`src/rtl/mux_select_arbiter.sv`:
```
// Round-robin arbiter sharing one 74158-style mux: drives Select/Enable_bar with
// break-before-make sequencing (disable, move Select, settle, re-enable).
module msa_delay_line #(
    parameter int           W   = 1,
    parameter int           D   = 1,
    parameter logic [W-1:0] RST = '0
) (
    input  logic         Clk,
    input  logic         Clear,
    input  logic [W-1:0] i_d,
    output logic [W-1:0] o_q
);
    logic [D-1:0][W-1:0] r_line;

    always_ff @(posedge Clk) begin
        if (Clear) begin
            for (int i = 0; i < D; i++) r_line[i] <= RST;
        end else begin
            r_line[0] <= i_d;
            for (int i = 1; i < D; i++) r_line[i] <= r_line[i-1];
        end
    end

    assign o_q = r_line[D-1];
endmodule

module mux_select_arbiter #(
    parameter int WIDTH_IN    = 2,
    parameter int DEAD_CYCLES = 2,
    parameter int MAX_HOLD    = 4,
    parameter int DELAY_RISE  = 0,
    parameter int DELAY_FALL  = 0
) (
    input  logic                        Clk,
    input  logic                        Clear,
    input  logic [WIDTH_IN-1:0]         Request,
    output logic [WIDTH_IN-1:0]         Grant,
    output logic [$clog2(WIDTH_IN)-1:0] Select,
    output logic                        Enable_bar,
    output logic                        Busy
);
    localparam int WIDTH_SELECT = $clog2(WIDTH_IN);
    localparam int CW           = $clog2(DEAD_CYCLES + 1);
    localparam int HW           = $clog2(MAX_HOLD + 2);
    localparam int HOLD_SAT     = (MAX_HOLD != 0) ? MAX_HOLD : (2**HW - 1);
    localparam int OW           = WIDTH_IN + WIDTH_SELECT + 2;
    localparam logic [OW-1:0] OUT_RST = OW'(1) << (WIDTH_IN + WIDTH_SELECT);

    typedef enum logic [1:0] {S_IDLE, S_SETTLE, S_ACTIVE, S_RELEASE} state_t;

    state_t                  r_state,  w_state_nxt;
    logic [WIDTH_SELECT-1:0] r_select, w_select_nxt;
    logic [WIDTH_SELECT-1:0] r_ptr,    w_ptr_nxt;
    logic [WIDTH_SELECT-1:0] r_winner, w_winner_nxt;
    logic [CW-1:0]           r_settle, w_settle_nxt;
    logic [HW-1:0]           r_hold,   w_hold_nxt;
    logic [WIDTH_IN-1:0]     r_grant,  w_grant_nxt;
    logic                    r_enb,    w_enb_nxt;
    logic                    r_busy,   w_busy_nxt;

    logic [WIDTH_IN-1:0]     w_req;
    logic [WIDTH_SELECT-1:0] w_pick;
    logic                    w_any;
    logic [WIDTH_IN-1:0]     w_win_onehot;
    logic                    w_win_req;
    logic                    w_others;
    logic                    w_hold_sat;
    logic                    w_hold_max;

    // Anything that is not a solid 1 (including X/Z) counts as no request.
    always_comb begin
        w_req = '0;
        for (int i = 0; i < WIDTH_IN; i++) w_req[i] = (Request[i] === 1'b1);
    end

    // Scan downward so the offset closest to the pointer is written last and wins.
    always_comb begin
        w_pick = r_ptr;
        w_any  = 1'b0;
        for (int k = WIDTH_IN - 1; k >= 0; k--) begin
            int w_idx;
            w_idx = int'(r_ptr) + k;
            if (w_idx >= WIDTH_IN) w_idx = w_idx - WIDTH_IN;
            if (w_req[w_idx]) begin
                w_pick = WIDTH_SELECT'(w_idx);
                w_any  = 1'b1;
            end
        end
    end

    assign w_win_onehot = WIDTH_IN'(1) << r_winner;
    assign w_win_req    = |(w_req & w_win_onehot);
    assign w_others     = |(w_req & ~w_win_onehot);
    assign w_hold_sat   = (r_hold == HW'(HOLD_SAT));
    assign w_hold_max   = (MAX_HOLD != 0) && w_hold_sat;

    always_comb begin
        w_state_nxt  = r_state;
        w_select_nxt = r_select;
        w_ptr_nxt    = r_ptr;
        w_winner_nxt = r_winner;
        w_settle_nxt = r_settle;
        w_hold_nxt   = r_hold;
        w_grant_nxt  = r_grant;
        w_enb_nxt    = r_enb;
        w_busy_nxt   = r_busy;
        case (r_state)
            S_IDLE, S_RELEASE: begin
                if (w_any) begin
                    w_busy_nxt   = 1'b1;
                    w_winner_nxt = w_pick;
                    if (w_pick == r_select) begin
                        w_state_nxt = S_ACTIVE;
                        w_enb_nxt   = 1'b0;
                        w_grant_nxt = WIDTH_IN'(1) << w_pick;
                        w_hold_nxt  = HW'(1);
                    end else begin
                        // Mux is already disabled here, so Select may move now.
                        w_state_nxt  = S_SETTLE;
                        w_select_nxt = w_pick;
                        w_settle_nxt = CW'(DEAD_CYCLES);
                    end
                end else begin
                    w_state_nxt = S_IDLE;
                    w_busy_nxt  = 1'b0;
                    w_enb_nxt   = 1'b1;
                    w_grant_nxt = '0;
                end
            end
            S_SETTLE: begin
                if (r_settle <= CW'(1)) begin
                    w_state_nxt = S_ACTIVE;
                    w_enb_nxt   = 1'b0;
                    w_grant_nxt = w_win_onehot;
                    w_hold_nxt  = HW'(1);
                end else begin
                    w_settle_nxt = r_settle - CW'(1);
                end
            end
            S_ACTIVE: begin
                if (!w_win_req || (w_hold_max && w_others)) begin
                    w_state_nxt = S_RELEASE;
                    w_enb_nxt   = 1'b1;
                    w_grant_nxt = '0;
                    w_ptr_nxt   = (r_winner == WIDTH_SELECT'(WIDTH_IN - 1)) ?
                                  '0 : r_winner + WIDTH_SELECT'(1);
                end else if (!w_hold_sat) begin
                    w_hold_nxt = r_hold + HW'(1);
                end
            end
            default: begin
                w_state_nxt = S_IDLE;
                w_enb_nxt   = 1'b1;
                w_grant_nxt = '0;
                w_busy_nxt  = 1'b0;
            end
        endcase
    end

    always_ff @(posedge Clk) begin
        if (Clear) begin
            r_state  <= S_IDLE;
            r_select <= '0;
            r_ptr    <= '0;
            r_winner <= '0;
            r_settle <= '0;
            r_hold   <= '0;
            r_grant  <= '0;
            r_enb    <= 1'b1;
            r_busy   <= 1'b0;
        end else begin
            r_state  <= w_state_nxt;
            r_select <= w_select_nxt;
            r_ptr    <= w_ptr_nxt;
            r_winner <= w_winner_nxt;
            r_settle <= w_settle_nxt;
            r_hold   <= w_hold_nxt;
            r_grant  <= w_grant_nxt;
            r_enb    <= w_enb_nxt;
            r_busy   <= w_busy_nxt;
        end
    end

    // Output edge delays are counted in Clk cycles; AND/OR of the two delayed
    // copies gives the longer delay on one edge and the shorter on the other.
    logic [OW-1:0] w_out_raw, w_rise_d, w_fall_d, w_out;
    assign w_out_raw = {r_busy, r_enb, r_select, r_grant};

    if (DELAY_RISE == 0) begin : g_rise_none
        assign w_rise_d = w_out_raw;
    end else begin : g_rise
        msa_delay_line #(.W(OW), .D(DELAY_RISE), .RST(OUT_RST)) u_line (
            .Clk(Clk), .Clear(Clear), .i_d(w_out_raw), .o_q(w_rise_d)
        );
    end

    if (DELAY_FALL == 0) begin : g_fall_none
        assign w_fall_d = w_out_raw;
    end else begin : g_fall
        msa_delay_line #(.W(OW), .D(DELAY_FALL), .RST(OUT_RST)) u_line (
            .Clk(Clk), .Clear(Clear), .i_d(w_out_raw), .o_q(w_fall_d)
        );
    end

    assign w_out = (DELAY_RISE >= DELAY_FALL) ? (w_rise_d & w_fall_d) : (w_rise_d | w_fall_d);
    assign {Busy, Enable_bar, Select, Grant} = w_out;
endmodule

```
`config.mk`:
```
export PLATFORM = sky130hd
export DESIGN_NAME = mux_select_arbiter
export DESIGN_NICKNAME = d
export VERILOG_FILES = /design/src/rtl/mux_select_arbiter.sv
export SDC_FILE = /design/constraint.sdc
export NUM_CORES = 1
export LEC_CHECK = 0
export BUFFER_PORTS_ARGS = -buffer_cell sky130_fd_sc_hd__buf_2
export CAP_MARGIN = 5
export CORE_MARGIN = 1
export CORE_UTILIZATION = 30
export DETAILED_ROUTE_END_ITERATION = 12
export HOLD_SLACK_MARGIN = 0.05
export PLACE_DENSITY = 0.56
export SLEW_MARGIN = 15
export SYNTH_ARGS = -nofsm -noshare
export SYNTH_HDL_FRONTEND = slang
export SYNTH_HIERARCHICAL = 1
export SYNTH_SLANG_ARGS = --single-unit
```
`constraint.sdc`:
```
create_clock -name Clk -period 2.1 [get_ports Clk]
set_input_delay 0.21 -clock Clk [delete_from_list [all_inputs] [get_ports Clk]]
set_output_delay 0.21 -clock Clk [all_outputs]
set_load 0.02 [all_outputs]
```
---- Word-level counts from Yosys, hierarchy flattened ----
Cells that the tools add are included.
storage, ports and cells
  bits in registers ....................... 14
  bits in latches ......................... 0
  memory bits (writable) .................. 0
  ROM bits ................................ 0
  input bits .............................. 4
  output and inout bits ................... 5
  logic and storage cells ................. 97
  memories ................................ 0
cells by class
  add/subtract/negate cells ............... 6
  multiply operators ...................... 0
  divide/modulo/power cells ............... 0
  $lt $le $gt $ge ......................... 5
  eq/ne operators ......................... 16
  shift-type cells ........................ 2
  muxes and demuxes ....................... 39
  bitwise operators ....................... 5
  reductions and logical operators ........ 15
operators with widths
  cell                   number
  $lt A32 B3 Y1 const B  2
  $mux W32               2
  $mux W2                11
  $mux W1                16
  $ne A2 B2 Y1 const B   8
  $mux W3                5
  $pmux W2 S3            2
  $pmux W3 S3            1
  $reduce_and A2 Y1      3
  $reduce_and A3 Y1      2
  $reduce_or A2 Y1       3
  $and A5 B5 Y5          1
  $reduce_and A5 Y1      1
  $and A2 B2 Y2          2
  $eq A2 B2 Y1 const B   2
  $pmux W2 S2            1
  $reduce_and A4 Y1      1
  $shl A1 B1 Y2 const A  2
  $add A3 B1 Y3 const B  1
  $eq A3 B3 Y1 const B   1
  $ne A3 B3 Y1 const B   1
  $pmux W1 S3            1
  $sub A1 B2 Y3 const B  1
  $sub A2 B2 Y3 const B  1
  other kinds (16)       17

---- Depth between registers and ports, before layout ----
Gate-level depths: netlist of the first run.
  word-level depth ........................ 12
  gate-level depth with buffers ........... 8
  gate-level depth less buffers ........... 7

---- Least setup slack after synthesis of the first run ----
OpenSTA, ideal clock, no wires.
  path kind ............................... register to register
  start ................................... reg r_state[0]
  end ..................................... reg r_hold[2]
  data arrival time ....................... 1.484 ns
  data required time ...................... 2.009 ns
  setup slack ............................. 0.525 ns
  cell stages (with the launch flop) ...... 8
  path buffers ............................ 1
  clock period less this slack ............ 1.575 ns
  path through ............................ dfxtp_1 -> inv_1 -> ha_1 -> clkbuf_2 -> and3_1 -> a22oi_1 -> a31oi_1 -> a311oi_1
on the way
  word-level cells in the longest chain between the ends .. 4
  elaborated cells between the ends (all ways) .. 12
  classes of those cells .................. eq/ne (8); mux (1); reduce/logical (3)
ends and longest elaborated chain
  item                                                     line  text
  start, declared                                          51    state_t r_state, w_state_nxt;
  start signal, assigned                                   172   r_state <= w_state_nxt;
  $eq A2 B2 Y1 / $logic_not A2 Y1 (equally long branches)  107   case (r_state)
  $reduce_or A2 Y1                                         107
  $ne A2 B2 Y1 (no source line)                            -
  $reduce_and A5 Y1 (no source line)                       -
  end signal, assigned                                     177   r_hold <= w_hold_nxt;
  end, declared                                            56    logic [HW-1:0] r_hold, w_hold_nxt;
Parallel ways exist; a longest one is shown, timed or not.
A chain may end at the register's enable or synchronous reset.

---- Final worst setup path of the first run ----
  start ................................... reg r_state[1]
  end ..................................... reg r_hold[1]
The elaborated chain is that of the path after synthesis.

==> results of run 1 <==
[power by group]
part	switching (mW)	internal (mW)	total, mW
Sequential	0.0680	0.359	0.427
Combinational	0.401	0.293	0.695
Clock	0.0789	0.0663	0.145
[state kept, by name (all words and copies together), names as in the netlist]
signal and count:
r_busy 1, r_enb 1, r_grant 2, r_hold 3, r_ptr 1, r_select 1, r_settle 2, r_state 2
r_winner 1
[per-layer routing]
layer,vias up,GRT usage (%)
li1,403,-
met1,363,17.61
met2,10,27.31
met3,2,1.639
met4,0,7.500
met5,-,0
[synthesized netlist by cell type (2+ instances only)]
master / number / area share, %
dfxtp_1: 14 / 33
a21oi_1: 10 / 6.0
nand2_1: 9 / 4.0
nor2_1: 9 / 4.0
inv_1: 6 / 2.7
ha_1: 5 / 7.5
a31oi_1: 4 / 3.0
nand3_1: 4 / 2.4
nor3_1: 4 / 2.4
nand2b_1: 3 / 2.2
nand3b_1: 3 / 2.7
a211oi_1: 2 / 1.8
a21o_1: 2 / 1.8
a22oi_1: 2 / 1.8
a311oi_1: 2 / 2.1
and3b_1: 2 / 2.1
clkbuf_1: 2 / 0.89
nor3b_1: 2 / 1.8
o21a_1: 2 / 1.8
o21ai_0: 2 / 1.2
[final cells by class]
class	count	area (sq um)	area share (%)
multi-input cells	80	524.3	55.64
repair buffers	10	55.05	5.843
inverters	6	22.52	2.390
flip-flops and latches	14	280.3	29.75
clock buffers	3	22.52	2.390
well taps	30	37.54	3.984
[stage by stage]
step | instances | hold WS [ns]
floorplan | 103 | 0.3272
global placement | 140 | 0.4788
detailed placement | 140 | 0.4782
CTS | 143 | 0.2896
global route | 143 | 0.3179
finish | 143 | 0.2974
[logic make-up after synthesis]
group / Yosys count / synth area share (%)
XOR/XNOR: 1 / 1.043
flip-flops: 14 / 33.38
adder cells (fa/ha/maj): 5 / 7.452
buffers and inverters: 9 / 4.172
multiplexers: 2 / 2.980
AND/OR/NAND/NOR: 40 / 24.89
AO/OA/AOI/OAI: 32 / 26.08
[critical path, stage by stage, from the launching register on]
cell and delay (ns):
dfxtp_1 0.33, inv_1 0.06, ha_1 0.26, and3b_1 0.25, a31oi_1 0.35, a21boi_0 0.32, o32ai_1 0.14
[final timing paths]
kind	start	endpoint	cells past startpoint
max	r_state[1]	r_hold[1]	6
min	Clear	r_ptr	2
max reg2reg	r_state[1]	r_hold[1]	6
min reg2reg	r_busy	r_busy	2
==> flow_summary_export.csv, run 1 <==
group,metric,value,unit
yosys,synth_ff_type,"dfxtp_1",
yosys,syn-num-nets,112,
route,vias,778,
cts,worstSkewPairLatency,0.27,ns
yosys,syn_area,839.6,sq um
cts,htreeDepth,1,
cts,postCtsHoldBufs,0,
cells_and_area,area_growth,12.22,%
sta,clock_skew,0.002961,ns
yosys,yosysUniqueCellTypes,34,
cts,clockBufferDepth,2,
yosys,async_reset_ff_share,0,%
sta,period_minus_slack,1.833,ns
pwr,p_leak,0.3893,nW
floorplan,ios,9,
pwr,ir_drop,0.5506,mV
grt,overflow,0,
route,first_pass_iters,4,
yosys,syn_avg_cell_area,8.151,sq um
critical_path,reg2reg_setup_slack,0.27,ns
yosys,synthCells,103,
yosys,yosysWarnings,6,
critical_path,critPathMaxFanout,7,
sta,rsz0062_at_grt,"false",
critical_path,worstPathArrival,1.98,ns
route,highest_layer,"met4",
job,max-cap-violations,0,
place,port_buffers,8,
floorplan,die_w,54.90,um
yosys,synth_edf_count,0,
sta,hold_viol,0,
pwr,finalPower,1.267,mW
critical_path,path_class,"reg2reg",
cts,cts.sinks,14,
cells_and_area,fin_area,942.2,sq um
critical_path,cp.required,2.25,ns
sta,tightest_slew,0.4052,ns
cells_and_area,final_common_cell,"dfxtp_1",
route,dr_wl_met3,40,um
sta,slew_viol_final,0,
floorplan,core_area,0.002567,sq mm
yosys,ys_seq_area_share,33.38,%
yosys,ys_ff_latch,14,
sta,setup_slack,0.2668,ns
cells_and_area,n_fill_cell,289,
route,drt_iter0_markers,9,
sta,finalSetupViolCount,0,
pwr,power_per_cell_area,1345,mW/mm^2
sta,maxSlewHeadroom,72.86,%
grt,antenna_found_initial,0,
place,hpwl,1412,um
route,dr_wl_met2,842,um
cells_and_area,fin_util,36.70,%
cts,cts_tree,"built",
floorplan,rows,18,
cts,numCtsBuffers,3,
floorplan,dieArea,0.003014,sq mm
grt,track_usage,15.17,%
sta,fin_crit_sh,87.30,%
critical_path,cp-end-kind,"flip-flop",
cts,cts_resized,0,
route,wl_met1,912,um
place,pre_cts_ws,0.2686,ns
route,viasPerCell,5.441,
sta,tns,0,ns
place,placed_cell_area,919.6,sq um
floorplan,initial_core_util,32.70,%
place,gp_congestion,0.7288,
route,wl_per_cell,12.69,um
cts,clk_pin_slew,0.08,ns
route,ant_nets,0,
cells_and_area,final_layout_size_suffix_gt1_share,15.04,%
floorplan,die_y,54.90,um
sta,timing.fmax,545.5,MHz
outcome,status,"finished clean",
grt,grt_start_max_net_pins,16,
grt,first_global_vias,777,
cts,post-cts-setup-buffer-count,0,
cts,cts-root-buf,"clkbuf_4",
route,wl,1815,um
critical_path,startpoint_type,"flip-flop",
cells_and_area,diodes,0,
grt,grt_pass1_wl,3243,um
route,route.detailed.drc,0,
cells_and_area,layout.nets,124,
cells_and_area,layout_common_cells,"14 x dfxtp_1, 10 x a21oi_1, 9 x nand2_1, 9 x nor2_1, 8 x buf_2",
worst_hold_path,hp-class,"in2reg",
Power figures use the tool's default switching activity.
==> run 2: changes to the inputs <==
--- a/config.mk
+++ b/config.mk
@@ -10,6 +10,7 @@
 export CORE_MARGIN = 1
 export CORE_UTILIZATION = 30
 export DETAILED_ROUTE_END_ITERATION = 12
+export GPL_TIMING_DRIVEN = 0
 export HOLD_SLACK_MARGIN = 0.05
 export PLACE_DENSITY = 0.56
 export SLEW_MARGIN = 15
==> run 2 against run 1 <==
  * Register-to-register slack got worse by 0.03 ns
  * Fmax decreased by 1.6%
  * Combinational power decreased by 3%
  * Die area unchanged
  * First-iteration DRC count increased by 22%
  * Clock-buffer cell count unchanged
  * Utilization decreased by 0.098 points
  * Design area decreased by 0.27%
  * Cell count increased by 0.70%
  * Sequential power about the same
  * Clock skew decreased by 0.0014 ns
  * Hold slack got worse by 0.078 ns
==> flow_summary_export.csv, run 2 (same netlist as run 1, synthesis figures left out) <==
group,metric,value,unit
pwr,power_per_cell_area,1338,mW/mm^2
route,dr_wl_met2,872,um
cts,clk_pin_slew,0.08,ns
floorplan,dieArea,0.003014,sq mm
pwr,p_leak,0.3863,nW
sta,rsz0062_at_grt,"false",
outcome,status,"finished clean",
critical_path,r2r-end,"r_hold[1]",
cts,postCtsHoldBufs,0,
cells_and_area,layout.nets,125,
cells_and_area,final_layout_size_suffix_gt1_share,14.04,%
cts,cts.sinks,14,
sta,period_minus_slack,1.864,ns
route,route.detailed.drc,0,
grt,grt_start_max_net_pins,11,
sta,timing.fmax,536.6,MHz
place,gp_congestion,0.7977,
cts,cts_resized,0,
route,highest_layer,"met4",
route,wl,1878,um
route,wl_per_cell,13.04,um
sta,hold_viol,0,
place,pre_cts_ws,0.2417,ns
critical_path,cp.required,2.26,ns
floorplan,core_area,0.002567,sq mm
cts,worstSkewPairLatency,0.28,ns
sta,clock_skew,0.001554,ns
critical_path,path_class,"reg2reg",
worst_hold_path,whs_path_depth,2,
floorplan,die_y,54.90,um
critical_path,r2r-start,"r_state[1]",
grt,antenna_found_initial,0,
sta,setup_slack,0.2363,ns
cts,htreeDepth,1,
floorplan,rows,18,
cells_and_area,diodes,0,
critical_path,reg2reg_setup_slack,0.24,ns
cells_and_area,layout.cells.non_filler,144,
cells_and_area,fin_area,939.7,sq um
route,dr_wl_met3,51,um
place,hpwl,1401,um
place,port_buffers,8,
floorplan,ios,9,
sta,tightest_slew,0.4656,ns
sta,tns,0,ns
route,viasPerCell,5.424,
grt,track_usage,15.48,%
grt,overflow,0,
cts,clockBufferDepth,2,
route,drt_iter0_markers,11,
cts,post-cts-setup-buffer-count,0,
job,max-cap-violations,0,
cells_and_area,fin_util,36.60,%
route,vias,781,
route,first_pass_iters,4,
cells_and_area,layout_common_cells,"14 x dfxtp_1, 10 x a21oi_1, 9 x nand2_1, 9 x nor2_1, 8 x buf_2",
sta,slew_viol_final,0,
route,ant_nets,0,
cells_and_area,top_register,"r_hold",
critical_path,critPathMaxFanout,7,
floorplan,initial_core_util,32.70,%
critical_path,worstPathArrival,2.02,ns
cts,cts_tree,"built",
cells_and_area,area_growth,11.92,%
cts,numCtsBuffers,3,
place,placed_cell_area,917.1,sq um
critical_path,r2r.worst_path.cells,6,
sta,fin_crit_sh,88.75,%
worst_hold_path,hold_path_end,"r_hold[1]",
grt,grt_pass1_wl,3305,um
cells_and_area,final_common_cell,"dfxtp_1",
place,dp.cells,141,
grt,first_global_vias,766,
pwr,ir_drop,0.6387,mV
sta,finalSetupViolCount,0,
cells_and_area,largest_reg_flops,3,
worst_hold_path,hp-class,"in2reg",
critical_path,startpoint_type,"flip-flop",
sta,maxSlewHeadroom,68.96,%
critical_path,cp-end-kind,"flip-flop",
worst_hold_path,min_from,"Clear",
route,wl_met1,927,um
floorplan,die_w,54.90,um
cts,cts-root-buf,"clkbuf_4",
-- run 2: changes by cell type in the layout (fill, tap and decap cells not counted) --
cell	delta
clkbuf_2	+1
buf_4	-2
clkbuf_1	+2
-- run 2: power breakdown --
group | switching [mW] | internal, mW
registers | 0.0700 | 0.359
logic | 0.406 | 0.269
clock network | 0.0866 | 0.0665
-- run 2: worst max path at each step --
stage	end	from	depth (start not counted)	slack (ns)
6_report	r_hold[1]	r_state[1]	6	0.24
2_1_floorplan	r_hold[2]	r_state[0]	7	0.53
3_3_place_gp	r_hold[1]	r_state[1]	6	0.31
3_5_place_dp	r_hold[1]	r_state[1]	6	0.24
5_1_grt	r_hold[1]	r_state[1]	6	0.08
4_1_cts	r_hold[1]	r_state[1]	6	0.23
-- run 2: through the flow --
step	total power, mW	hold slack [ns]
2_1_floorplan	0.9366	0.3272
3_3_place_gp	1.086	0.4772
3_5_place_dp	1.103	0.4803
4_1_cts	1.262	0.2163
5_1_grt	1.373	0.2363
6_report	1.258	0.2190
-- run 2: layout make-up --
class	instances	area, sq um
plain buffers	3	12.51
clock buffers	3	22.52
fillers	296	1628
inverters	6	22.52
multi-input cells	80	524.3
flip-flops and latches	14	280.3
well taps	30	37.54
repair buffers	8	40.04
-- run 2: critical path: stages, from the launching register on --
cell and delay (ns):
dfxtp_1 0.34, inv_1 0.06, ha_1 0.27, and3b_1 0.25
a31oi_1 0.37, a21boi_0 0.32, o32ai_1 0.14
-- run 2: routing by layer --
layer | vias up | global-route usage (%)
met5 | - | 0
met4 | 0 | 6.250
met3 | 4 | 2.459
met2 | 12 | 25.30
met1 | 365 | 20.17
li1 | 400 | -
==> run 3: changes to the inputs <==
--- a/config.mk
+++ b/config.mk
@@ -7,6 +7,7 @@
 export LEC_CHECK = 0
 export BUFFER_PORTS_ARGS = -buffer_cell sky130_fd_sc_hd__buf_2
 export CAP_MARGIN = 5
+export CORE_ASPECT_RATIO = 0.6
 export CORE_MARGIN = 1
 export CORE_UTILIZATION = 30
 export DETAILED_ROUTE_END_ITERATION = 12
==> run 3 against run 2 <==
  * Hold slack improved by 0.040 ns
  * Sequential power increased by 2%
  * Setup slack got worse by 0.068 ns
  * Combinational power increased by 2%
  * Cell count increased by 2.1%
  * Clock power increased by 72%
  * First-iteration DRC count increased by 36%
  * Highest routed layer unchanged
==> flow_summary_export.csv, run 3 (same netlist as run 1, synthesis figures left out) <==
group,metric,value,unit
route,drt_iter0_markers,15,
cts,clk_pin_slew,0.06,ns
cts,worstSkewPairLatency,0.25,ns
cells_and_area,layout.cells.non_filler,147,
sta,slew_viol_final,0,
sta,finalSetupViolCount,0,
critical_path,r2r.worst_path.cells,6,
route,first_pass_iters,4,
cells_and_area,layout.nets,125,
cells_and_area,diodes,0,
grt,grt_start_max_net_pins,11,
sta,hold_viol,0,
grt,overflow,0,
cells_and_area,final_layout_size_suffix_gt1_share,14.78,%
critical_path,worstPathArrival,2.05,ns
floorplan,ios,9,
grt,antenna_found_initial,0,
critical_path,startpoint_type,"flip-flop",
route,ant_nets,0,
cts,cts_resized,0,
cells_and_area,top_register,"r_hold",
cts,cts_tree,"built",
critical_path,slowest_stage,"a31oi_1",
critical_path,path_depth,6,
pwr,clock_power_share,18.9,%
sta,tns,0,ns
cells_and_area,fin_util,37.85,%
floorplan,rows,14,
floorplan,die_y,42.98,um
cts,postCtsHoldBufs,0,
critical_path,critPathMaxFanout,7,
critical_path,cp.buffers_inverters,1,
cts,clockBufferDepth,2,
cts,htreeDepth,1,
cells_and_area,area_growth,16.10,%
route,route.detailed.drc,0,
worst_hold_path,whs_path_depth,2,
floorplan,initial_core_util,32.60,%
cts,cts-root-buf,"clkbuf_8",
sta,tightest_slew,0.4627,ns
outcome,status,"finished clean",
critical_path,path_class,"reg2reg",
floorplan,die_w,70.30,um
job,max-cap-violations,0,
sta,maxSlewHeadroom,69.01,%
floorplan,core_area,0.002575,sq mm
sta,holdWs,0.2592,ns
place,dp.cells,143,
route,viasPerCell,5.320,
critical_path,cp-end-kind,"flip-flop",
place,gp_congestion,0.8150,
cells_and_area,layout_common_cells,"14 x dfxtp_1, 10 x a21oi_1, 9 x nand2_1, 9 x nor2_1, 8 x buf_2",
cts,cts.sinks,14,
route,vias,782,
route,wl_per_cell,13.77,um
pwr,p_comb_share,49.7,%
sta,rsz0062_at_grt,"false",
grt,grt_pass1_wl,3339,um
pwr,p_int,0.7962,mW
pwr,power_per_cell_area,1426,mW/mm^2
grt,first_global_vias,705,
cells_and_area,final_common_cell,"dfxtp_1",
pwr,p_leak,0.4012,nW
critical_path,cp.required,2.22,ns
cts,post-cts-setup-buffer-count,0,
pwr,ir_drop,0.5259,mV
pwr,seqPwrFrac,31.4,%
pwr,p_sw_share,42.73,%
place,hpwl,1505,um
critical_path,cp_cell_sequence,"inv_1, ha_1, and3b_1, a31oi_1, a21boi_0, o32ai_1",
cells_and_area,largest_reg_flops,3,
sta,timing.fmax,517.7,MHz
route,wl,2024,um
critical_path,cpLargestDelayFamily,"compound AO/OA/AOI/OAI gates",
grt,track_usage,14.74,%
worst_hold_path,hp-class,"in2reg",
pwr,switchingPower,0.5942,mW
critical_path,timing.critical_path.slowest_cell_delay,0.39,ns
cts,numCtsBuffers,3,
place,port_buffers,8,
sta,fin_crit_sh,91.99,%
sta,clock_skew,0.003935,ns
sta,period_minus_slack,1.932,ns
floorplan,dieArea,0.003021,sq mm
-- run 3: layer usage --
metal | vias to the layer above | part of all wire [%] | routed length (um) | GRT usage, %
li1 | 402 | - | - | -
met1 | 357 | 55 | 1109 | 20.66
met2 | 21 | 38 | 769 | 20.19
met3 | 2 | 6.2 | 125 | 5.938
met4 | 0 | 0.99 | 20 | 4.800
met5 | - | 0 | 0 | 0
-- run 3: layout make-up --
| class | count | area (sq um) |
|---|---|---|
| multi-input combinational | 80 | 524.3 |
| buffer | 3 | 12.51 |
| clock buffer | 4 | 55.05 |
| timing repair buffer | 8 | 40.04 |
| sequential | 14 | 280.3 |
| fill | 267 | 1600 |
| inverter | 6 | 22.52 |
| tap | 32 | 40.04 |
-- run 3: per-stage QoR --
step                setup WS [ns]  cell area [sq um]  total power [mW]
floorplan                  0.5252              839.6            0.9366
global placement           0.2663              919.6             1.107
global route              0.06149              974.7             1.499
CTS                        0.2146              974.7             1.387
finish                     0.1682              974.7             1.390
detailed placement         0.2251              919.6             1.117
-- run 3: final timing paths --
kind	slack, ns	start	to
max	0.17	r_state[1]	r_hold[1]
min reg2reg	0.49	r_busy	r_busy
min	0.26	Clear	r_hold[1]
max reg2reg	0.17	r_state[1]	r_hold[1]
-- run 3: power groups by stage --
| stage | logic [mW] | registers (mW) | clock network [mW] |
|---|---|---|---|
| finish | 0.690 | 0.437 | 0.263 |
| global route | 0.762 | 0.451 | 0.286 |
| CTS | 0.681 | 0.435 | 0.271 |
| detailed placement | 0.678 | 0.439 | 0 |
| global placement | 0.673 | 0.433 | 0 |
| floorplan | 0.462 | 0.474 | 0 |
